**config.mk**
```make
export PLATFORM = sky130hd
export DESIGN_NAME = pipe_hazard_unit
export DESIGN_NICKNAME = d
export VERILOG_FILES = /design/src/rtl/pipe_pkg.sv /design/src/rtl/pipe_hazard_unit_fwd_match.sv /design/src/rtl/pipe_hazard_unit.sv
export SDC_FILE = /design/constraint.sdc
export NUM_CORES = 1
export LEC_CHECK = 0
export CAP_MARGIN = 20
export CORE_UTILIZATION = 45
export CTS_BUF_LIST = sky130_fd_sc_hd__clkbuf_4
export DETAILED_ROUTE_END_ITERATION = 6
export PLACE_DENSITY = 0.88
export SYNTH_ARGS = -nofsm -noshare
export SYNTH_HDL_FRONTEND = slang
export SYNTH_SLANG_ARGS = --single-unit
```
**constraint.sdc**
```tcl
create_clock -name clk -period 2.3 [get_ports clk]
set_clock_uncertainty 0.2 [all_clocks]
set_input_delay 0.46 -clock clk [delete_from_list [all_inputs] [get_ports clk]]
set_output_delay 0.46 -clock clk [all_outputs]
set_load 0.03 [all_outputs]
```
**src/rtl/pipe_pkg.sv**
```systemverilog
// Shared types and constants for the pipeline hazard/forwarding controller.
package pipe_pkg;
  localparam int REG_AW_DEF   = 5;
  localparam int ZERO_REG_DEF = 31;
  // rd field is sized for the widest register file we expect; narrower addresses zero-extend
  localparam int RD_W         = 8;

  localparam logic [1:0] FWD_RF  = 2'd0;
  localparam logic [1:0] FWD_EX  = 2'd1;
  localparam logic [1:0] FWD_MEM = 2'd2;
  localparam logic [1:0] FWD_WB  = 2'd3;

  typedef struct packed {
    logic            valid;
    logic [RD_W-1:0] rd;
    logic            reg_write;
    logic            is_load;
    logic            sets_flags;
  } shadow_t;
endpackage

```
**src/rtl/pipe_hazard_unit_fwd_match.sv**
```systemverilog
// Per-read-port matcher: picks the youngest forwardable producer and flags a load in EX.
module fwd_match import pipe_pkg::*; #(
  parameter int REG_AW           = REG_AW_DEF,
  parameter int ZERO_REG         = ZERO_REG_DEF,
  parameter int FWD_DEPTH        = 3,
  parameter int RF_WRITE_THROUGH = 1,
  parameter int SEL_W            = $clog2(FWD_DEPTH+1)
)(
  input  logic [REG_AW-1:0]          src,
  input  logic                       used,
  input  shadow_t [FWD_DEPTH-1:0]    entries,
  output logic [SEL_W-1:0]           sel,
  output logic                       load_hit
);
  logic [FWD_DEPTH-1:0] hit;
  logic                 src_ok;
  logic                 unused_fields;

  assign src_ok = used && (src != REG_AW'(ZERO_REG));

  for (genvar k = 0; k < FWD_DEPTH; k++) begin : g_hit
    assign hit[k] = src_ok && entries[k].valid && entries[k].reg_write &&
                    (entries[k].rd == RD_W'(src));
  end

  // Scan oldest to youngest so the youngest forwardable hit wins.
  always_comb begin
    sel = '0;
    for (int k = FWD_DEPTH-1; k >= 0; k--) begin
      if (hit[k] && !(RF_WRITE_THROUGH != 0 && k == FWD_DEPTH-1))
        sel = SEL_W'(k+1);
    end
  end

  assign load_hit      = hit[0] && entries[0].is_load;
  assign unused_fields = ^entries;
endmodule

```
**src/rtl/pipe_hazard_unit.sv**
```systemverilog
// Hazard/forwarding controller: shadow rd pipeline, forwarding selects, load-use stall,
// branch flush and saturating stall/flush counters.
module pipe_hazard_unit import pipe_pkg::*; #(
  parameter int REG_AW           = REG_AW_DEF,
  parameter int ZERO_REG         = ZERO_REG_DEF,
  parameter int FWD_DEPTH        = 3,
  parameter int RF_WRITE_THROUGH = 1,
  parameter int CNT_W            = 16,
  localparam int SEL_W           = $clog2(FWD_DEPTH+1)
)(
  input  logic              clk,
  input  logic              reset,
  input  logic              id_valid,
  input  logic [REG_AW-1:0] id_rs1,
  input  logic [REG_AW-1:0] id_rs2,
  input  logic              id_rs1_used,
  input  logic              id_rs2_used,
  input  logic [REG_AW-1:0] id_rd,
  input  logic              id_reg_write,
  input  logic              id_is_load,
  input  logic              id_sets_flags,
  input  logic              id_uses_flags,
  input  logic              br_taken,
  output logic              stall,
  output logic              flush,
  output logic [SEL_W-1:0]  fwd_sel1,
  output logic [SEL_W-1:0]  fwd_sel2,
  output logic              fwd_flags,
  output logic [CNT_W-1:0]  stall_cnt,
  output logic [CNT_W-1:0]  flush_cnt
);
  shadow_t [FWD_DEPTH-1:0] entries;
  shadow_t                 id_entry;
  logic                    hit1, hit2, accept;

  fwd_match #(.REG_AW(REG_AW), .ZERO_REG(ZERO_REG), .FWD_DEPTH(FWD_DEPTH),
              .RF_WRITE_THROUGH(RF_WRITE_THROUGH), .SEL_W(SEL_W)) u_match1 (
    .src(id_rs1), .used(id_rs1_used), .entries(entries), .sel(fwd_sel1), .load_hit(hit1));

  fwd_match #(.REG_AW(REG_AW), .ZERO_REG(ZERO_REG), .FWD_DEPTH(FWD_DEPTH),
              .RF_WRITE_THROUGH(RF_WRITE_THROUGH), .SEL_W(SEL_W)) u_match2 (
    .src(id_rs2), .used(id_rs2_used), .entries(entries), .sel(fwd_sel2), .load_hit(hit2));

  // Flush wins over stall; reset forces both low even if br_taken is floating high.
  assign flush     = !reset && id_valid && br_taken;
  assign stall     = !reset && id_valid && (hit1 || hit2) && !flush;
  assign fwd_flags = id_uses_flags && entries[0].valid && entries[0].sets_flags;
  assign accept    = id_valid && !stall && !flush;

  always_comb begin
    id_entry            = '0;
    id_entry.valid      = 1'b1;
    id_entry.rd         = RD_W'(id_rd);
    id_entry.reg_write  = id_reg_write;
    id_entry.is_load    = id_is_load;
    id_entry.sets_flags = id_sets_flags;
  end

  always_ff @(posedge clk or posedge reset) begin
    if (reset) begin
      entries <= '0;
    end else begin
      for (int k = FWD_DEPTH-1; k > 0; k--) entries[k] <= entries[k-1];
      entries[0] <= accept ? id_entry : '0;
    end
  end

  always_ff @(posedge clk or posedge reset) begin
    if (reset) begin
      stall_cnt <= '0;
      flush_cnt <= '0;
    end else begin
      if (stall && stall_cnt != '1) stall_cnt <= stall_cnt + 1'b1;
      if (flush && flush_cnt != '1) flush_cnt <= flush_cnt + 1'b1;
    end
  end
endmodule

```
; ---- Word level (Yosys, flattened, before mapping)
; Index checks and enable logic that the tools add are counted.
[totals]
reg_bits = 54
output_inout_bits = 39
[classes]
addsub = 2
eq_ne = 8
mux = 5
reduce_logical = 30
[op_table]
columns = operator, n
row1 = "adder 16 x 1 -> 16 bit, second input constant", 2
row2 = == test 8 x 5 -> 1 bit, 4
row3 = "inequality test 16 bit, second input constant", 2
row4 = logical AND 1 bit, 26
row5 = 2-to-1 mux 12 bit, 1
row6 = "inequality test 5 bit, second input constant", 2
row7 = 2-to-1 mux 2 bit, 4
row8 = logical NOT 1 bit, 3
row9 = logical OR 1 bit, 1

; ---- Depth between registers and ports, before layout
[logic_depth]
depth_word = 13
ltp_mapped = 8
ltp_nobuf = 7

; ---- By module
; A second synthesis with hierarchy kept.
[unflattened]
hier_cells = 241
area_unflattened_um2 = 2766.4
[by_module_without_submodules]
columns = mod, n_inst, cells_per_inst, area_per_inst_um2, seq_area_each_um2
row1 = pipe_hazard_unit, 1, 195, 2418.6, 1476.4
row2 = fwd_match, 2, 23, 173.9, 0.0

; ---- Worst setup path before layout
; OpenSTA, ideal clock, no wires.
[synth_path]
path_type = input to register
from = input id_rs1[0]
to = register stall_cnt[1]
setup_time_ns = 0.128
arrival_ns = 2.084
required_time_ns = 1.972
setup_slack_ns = -0.111
path_stages = 6
path_buffers = 1
cell_sequence = xnor2_1 > nand4_1 > nor4_4 > o21ba_2 > buf_6 > mux2_1
[synth_between]
elab_chain_cells = 10
word_cells_on_any_way = 11
classes_between = eq/ne (2) / reduce/logical (9)
[synth_lines]
columns = element, line_no
row1 = "start, declared", pipe_hazard_unit.sv:14  ; input logic [REG_AW-1:0] id_rs1,
row2 = inequality test 5 bit, pipe_hazard_unit_fwd_match.sv:19  ; assign src_ok = used && (src != REG_AW'(ZERO_REG));
row3 = logical AND 1 bit, pipe_hazard_unit_fwd_match.sv:19
row4 = logical AND 1 bit (2 in a row), pipe_hazard_unit_fwd_match.sv:22  ; assign hit[k] = src_ok && entries[k].valid && entries[k].reg_write &&
row5 = logical AND 1 bit *, pipe_hazard_unit_fwd_match.sv:22
row6 = logical AND 1 bit *, pipe_hazard_unit_fwd_match.sv:35  ; assign load_hit = hit[0] && entries[0].is_load;
row7 = logical OR 1 bit *, pipe_hazard_unit.sv:46  ; assign stall = !reset && id_valid && (hit1 || hit2) && !flush;
row8 = logical AND 1 bit * (2 in a row), pipe_hazard_unit.sv:46
row9 = logical AND 1 bit *, pipe_hazard_unit.sv:73  ; if (stall && stall_cnt != '1) stall_cnt <= stall_cnt + 1'b1;
row10 = "end signal, assigned", pipe_hazard_unit.sv:73
row11 = "end, declared", pipe_hazard_unit.sv:29  ; output logic [CNT_W-1:0] stall_cnt,
; Mark *: on every way between the ends. The rest lies on a longest branch, timed or not.
; A chain may end at the register's enable or synchronous reset.

; ---- Worst setup path in the final report
[layout_path]
from = register entries[7] (netlist name)
to = output stall
[layout_between]
elab_chain_cells = 6
word_cells_on_any_way = 9
classes_between = eq/ne (2) / reduce/logical (7)
[layout_lines]
columns = element, line_no
row1 = == test 8 x 5 -> 1 bit, pipe_hazard_unit_fwd_match.sv:23  ; (entries[k].rd == RD_W'(src));
row2 = logical AND 1 bit, pipe_hazard_unit_fwd_match.sv:22
row3 = logical AND 1 bit, pipe_hazard_unit_fwd_match.sv:35
row4 = logical OR 1 bit *, pipe_hazard_unit.sv:46
row5 = logical AND 1 bit * (2 in a row), pipe_hazard_unit.sv:46
row6 = "end, declared", pipe_hazard_unit.sv:24  ; output logic stall,
; Marks and branches as above.

==> summary.md <==
| Metric | Value |
|---|---|
| Worst-path fanout max | 4 |
| Via total after detailed routing | about 1900 |
| Pwr Density | slightly above 500 nW/um^2 |
| Estimated wirelength of the detail-placed design | between 3 and 4 mm |
| Final cycle utilization of the critical path | 108% |
| Actual transition at the worst max-transition pin | around 330 ps |
| Startpoint class of the critical path | register |
| Clock insertion delay at the later pin of the skew report | roughly 360 ps |
| Number of CTS-inserted buffers | 5 |
| Failing checks | setup timing |
| Min-delay worst type | register to register |
| Data arrival, critical path | 1820 ps |
| Starting DRC count in detailed routing | 80 |
| Number of endpoints failing setup at the final stage | 5 |
| GR Layer Usage met1 | roughly 25% |
| First-pass GRT wire length | approximately 8.3 mm |
| Met2 usage in global routing | 32.6% |
| Placed insts | about 360 |
| Worst Setup End Kind | output pin |
| Cell row count | 25 |
| Register bit count reported by yosys | 48 |
| Total overflow reported by the global router | 0 |
| Critical path start-end classification | register to output pin |
| Die Width | approximately 74 um |
| Global routing usage on met3 | between 6 and 7% |
| Via count of the first global-routing pass | 1886 |
| Pwr Total | between 1500 and 2000 uW |
| Sum of negative setup slack | -618 ps |
| Final weighted congestion of routability-driven global placement | slightly above 0.8 |
| Startpoint of the worst hold path | entries[2]$_DFF_PP0_ |
| Hold Buf Count CTS | 0 |
| Core outline area | 4850 sq um |
| Clock tree from TritonCTS | built |
| Cell depth of the worst hold path | 0 |
| Leading cell types in the layout, fill and taps excluded | sky130_fd_sc_hd__dfrtp_1 (48), sky130_fd_sc_hd__clkdlybuf4s50_1 (45), sky130_fd_sc_hd__buf_4 (33) |
| Number of vias per cell | between 4 and 5 |
| Buffering stage count on the worst path with inverters included | 3 |
| Final wirelength | slightly above 5 mm |
| Fraction of layout instances using a drive strength above 1 | 24.2% |
| Number of optimization iterations in the first detailed-route pass | 4 |
| Part of the Yosys area used for sequential elements | between 50% and 60% |
| Routed length per placed instance | roughly 14 um |
| Worst rel slew slack | 77.9% |
| Overall routing resource usage | approximately a fifth |
| Worst EP required | 1640 ps |
| Number of H-tree levels | 2 |
| Maximum buffer depth of the clock tree | 2 |
| Depth of the worst register-to-register path | 9 |
| Instance count of the mapped netlist | 205 |
| Number of antenna violations at the first check in global routing | 0 |
| Leak pwr | between 0.0015 and 0.002 uW |
| Worst setup slack after placement | -459 ps |
| Worst reg2reg startpoint | entries[7]$_DFF_PP0_ |
| P&R area growth vs syn | 45.3% |
| Mean Syn Cell Area | roughly 11 sq um |
| Global route hottest layer | met2 |
| Run status | finished, violations left |
| Net Count, Synth | 232 |
| Pins over their slew limit | 0 |
| End of the worst register-to-register path | stall_cnt[8]$_DFFE_PP0P_ |
| Area of the die | between 5000 and 6000 sq um |
| Post-detailed-route count of antenna-violating nets | 0 |
| Die height | 73.9 um |
| Count of buffers inserted at the top-level ports | 63 |
| Final core utilization | a little over two thirds |
| Starting Density | between 40% and 50% |
| Worst setup slack after layout | -179 ps |
| Register clock-pin slew on the reported worst setup and hold paths | 130 ps |
| End of the worst hold path | entries[14]$_DFF_PP0_ |
| Min Tclk post-route | ~2500 ps |
| Peak per-stage delay on the critical path | ~440 ps |
| # DRC | 0 |
| Final Hold Viols | 0 |
| N_diodes | 0 |
| Count of warnings emitted by yosys | 0 |
| Family of cells with the greatest summed delay on the critical path | flip-flops |
| Maximum resistive drop on vdd | roughly 0.00054 V |
| Maximum number of pins on one net before global-route repair | 22 |
| Number of clock sinks | 48 |
| Count of distinct cell types in the synthesized netlist | 34 |
| CTS Root Cell | sky130_fd_sc_hd__clkbuf_4 |
| Maximum operating frequency | about 0.4 GHz |
| Boundary pin count | between 60 and 70 |
| Worst setup slack for register-to-register paths | 80 ps |
| Critical path cell sequence | xnor2_1 > nand4_1 > nor4_4 > buf_4 > o21ai_4 > inv_2 > buf_6 |
| Maximum capacitance violations | 0 |
| CP max-delay cell | sky130_fd_sc_hd__dfrtp_1 |
| Unrepaired setup endpoints after global routing | true |
| Mapped Area | 2320 sq um |
| Net count reported at finish | around 330 |
| Most frequent standard cell in the layout excluding fill and tap cells | sky130_fd_sc_hd__dfrtp_1 |
| Non-filler cells in the finished layout | about 370 |
## cell families after synthesis
family / count (synthesis) / synth area share, %
flops: 48 / 51.7
fa+ha+maj: 2 / 1.08
buf+inv: 8 / 1.67
simple gates: 87 / 23.1
mux: 3 / 1.45
compound gates: 8 / 2.21
xor+xnor: 49 / 18.8
## cells in the mapped netlist
library cell	count	area, sq um
sky130_fd_sc_hd__and2_1	10	62.6
sky130_fd_sc_hd__ha_1	2	25.0
sky130_fd_sc_hd__nand3_1	8	40.0
sky130_fd_sc_hd__nand3_2	4	40.0
sky130_fd_sc_hd__nand2b_1	2	12.5
sky130_fd_sc_hd__nand4_4	1	21.3
sky130_fd_sc_hd__o21ai_2	1	8.76
sky130_fd_sc_hd__nor4_2	1	12.5
sky130_fd_sc_hd__o211ai_1	1	7.51
sky130_fd_sc_hd__nand4_1	10	62.6
sky130_fd_sc_hd__nor4_4	2	42.5
sky130_fd_sc_hd__dfrtp_1	48	1200
sky130_fd_sc_hd__and3_1	9	56.3
sky130_fd_sc_hd__o21ba_2	1	10.0
sky130_fd_sc_hd__nor4_1	3	18.8
sky130_fd_sc_hd__nor3_1	7	35.0
sky130_fd_sc_hd__xnor2_2	1	16.3
sky130_fd_sc_hd__mux2_2	2	22.5
sky130_fd_sc_hd__nand3b_1	1	7.51
sky130_fd_sc_hd__inv_1	6	22.5
sky130_fd_sc_hd__o21ai_0	2	10.0
sky130_fd_sc_hd__and4_1	1	8.76
sky130_fd_sc_hd__buf_2	1	5.00
sky130_fd_sc_hd__xor2_1	19	166
sky130_fd_sc_hd__nand2_1	19	71.3
sky130_fd_sc_hd__xnor2_1	29	254
sky130_fd_sc_hd__a21oi_1	2	10.0
sky130_fd_sc_hd__nor2_1	5	18.8
sky130_fd_sc_hd__o21ai_1	1	5.00
sky130_fd_sc_hd__mux2_1	1	11.3
sky130_fd_sc_hd__nor2_2	1	6.26
sky130_fd_sc_hd__buf_6	1	11.3
sky130_fd_sc_hd__and3b_1	1	8.76
sky130_fd_sc_hd__nor2b_1	2	12.5
## sequential cells by signal, indices dropped and copies added (netlist names)
name	flops
flush_cnt	16
entries	16
stall_cnt	16
## metal layers
layer,vias up,wire [um]
met3,8,320
li1,891,-
met4,0,89
met5,-,0
met1,914,2280
met2,47,2440
## through the flow
| step | hold slack, ps | cell area (sq um) |
|---|---|---|
| 2_1_floorplan | 154 | 2330 |
| 3_3_place_gp | 158 | 3230 |
| 3_5_place_dp | 162 | 3230 |
| 4_1_cts | 194 | 3360 |
| 5_1_grt | 211 | 3380 |
| 6_report | 189 | 3380 |
## report_power, final
| group | switching, uW | internal [uW] | total (uW) |
|---|---|---|---|
| Clock | 264 | 118 | 382 |
| Sequential | 63.2 | 898 | 961 |
| Combinational | 185 | 184 | 369 |
| Total | 512 | 1200 | 1710 |
## layout make-up
cell class	instances	area (sq um)
fill	367	1470
multi-input combinational	149	1130
tap	67	83.8
clock buffer	5	37.5
sequential	48	1200
timing repair buffer	95	882
inverter	6	22.5
clock inverter	3	17.5
## worst max path at each step
stage                           from                       end  slack [ps]  cells past startpoint
6_report        entries[7]$_DFF_PP0_                     stall        -180                      7
5_1_grt         entries[7]$_DFF_PP0_                     stall        -280                      7
4_1_cts        entries[16]$_DFF_PP0_               fwd_sel1[1]        -190                      5
3_5_place_dp               id_rs1[4]               fwd_sel1[1]        -460                      7
3_3_place_gp               id_rs1[4]               fwd_sel1[1]        -430                      7
2_1_floorplan              id_rs2[1]  stall_cnt[1]$_DFFE_PP0P_         -40                      6
## timing repair
item / 4_1_cts / 5_1_grt
setup buffers: 4 / 0
endpoints found under the setup margin: 12 / 15
gates resized for setup: 29 / 7
pin swaps: 12 / 8
(Power assumes the default switching activity.)
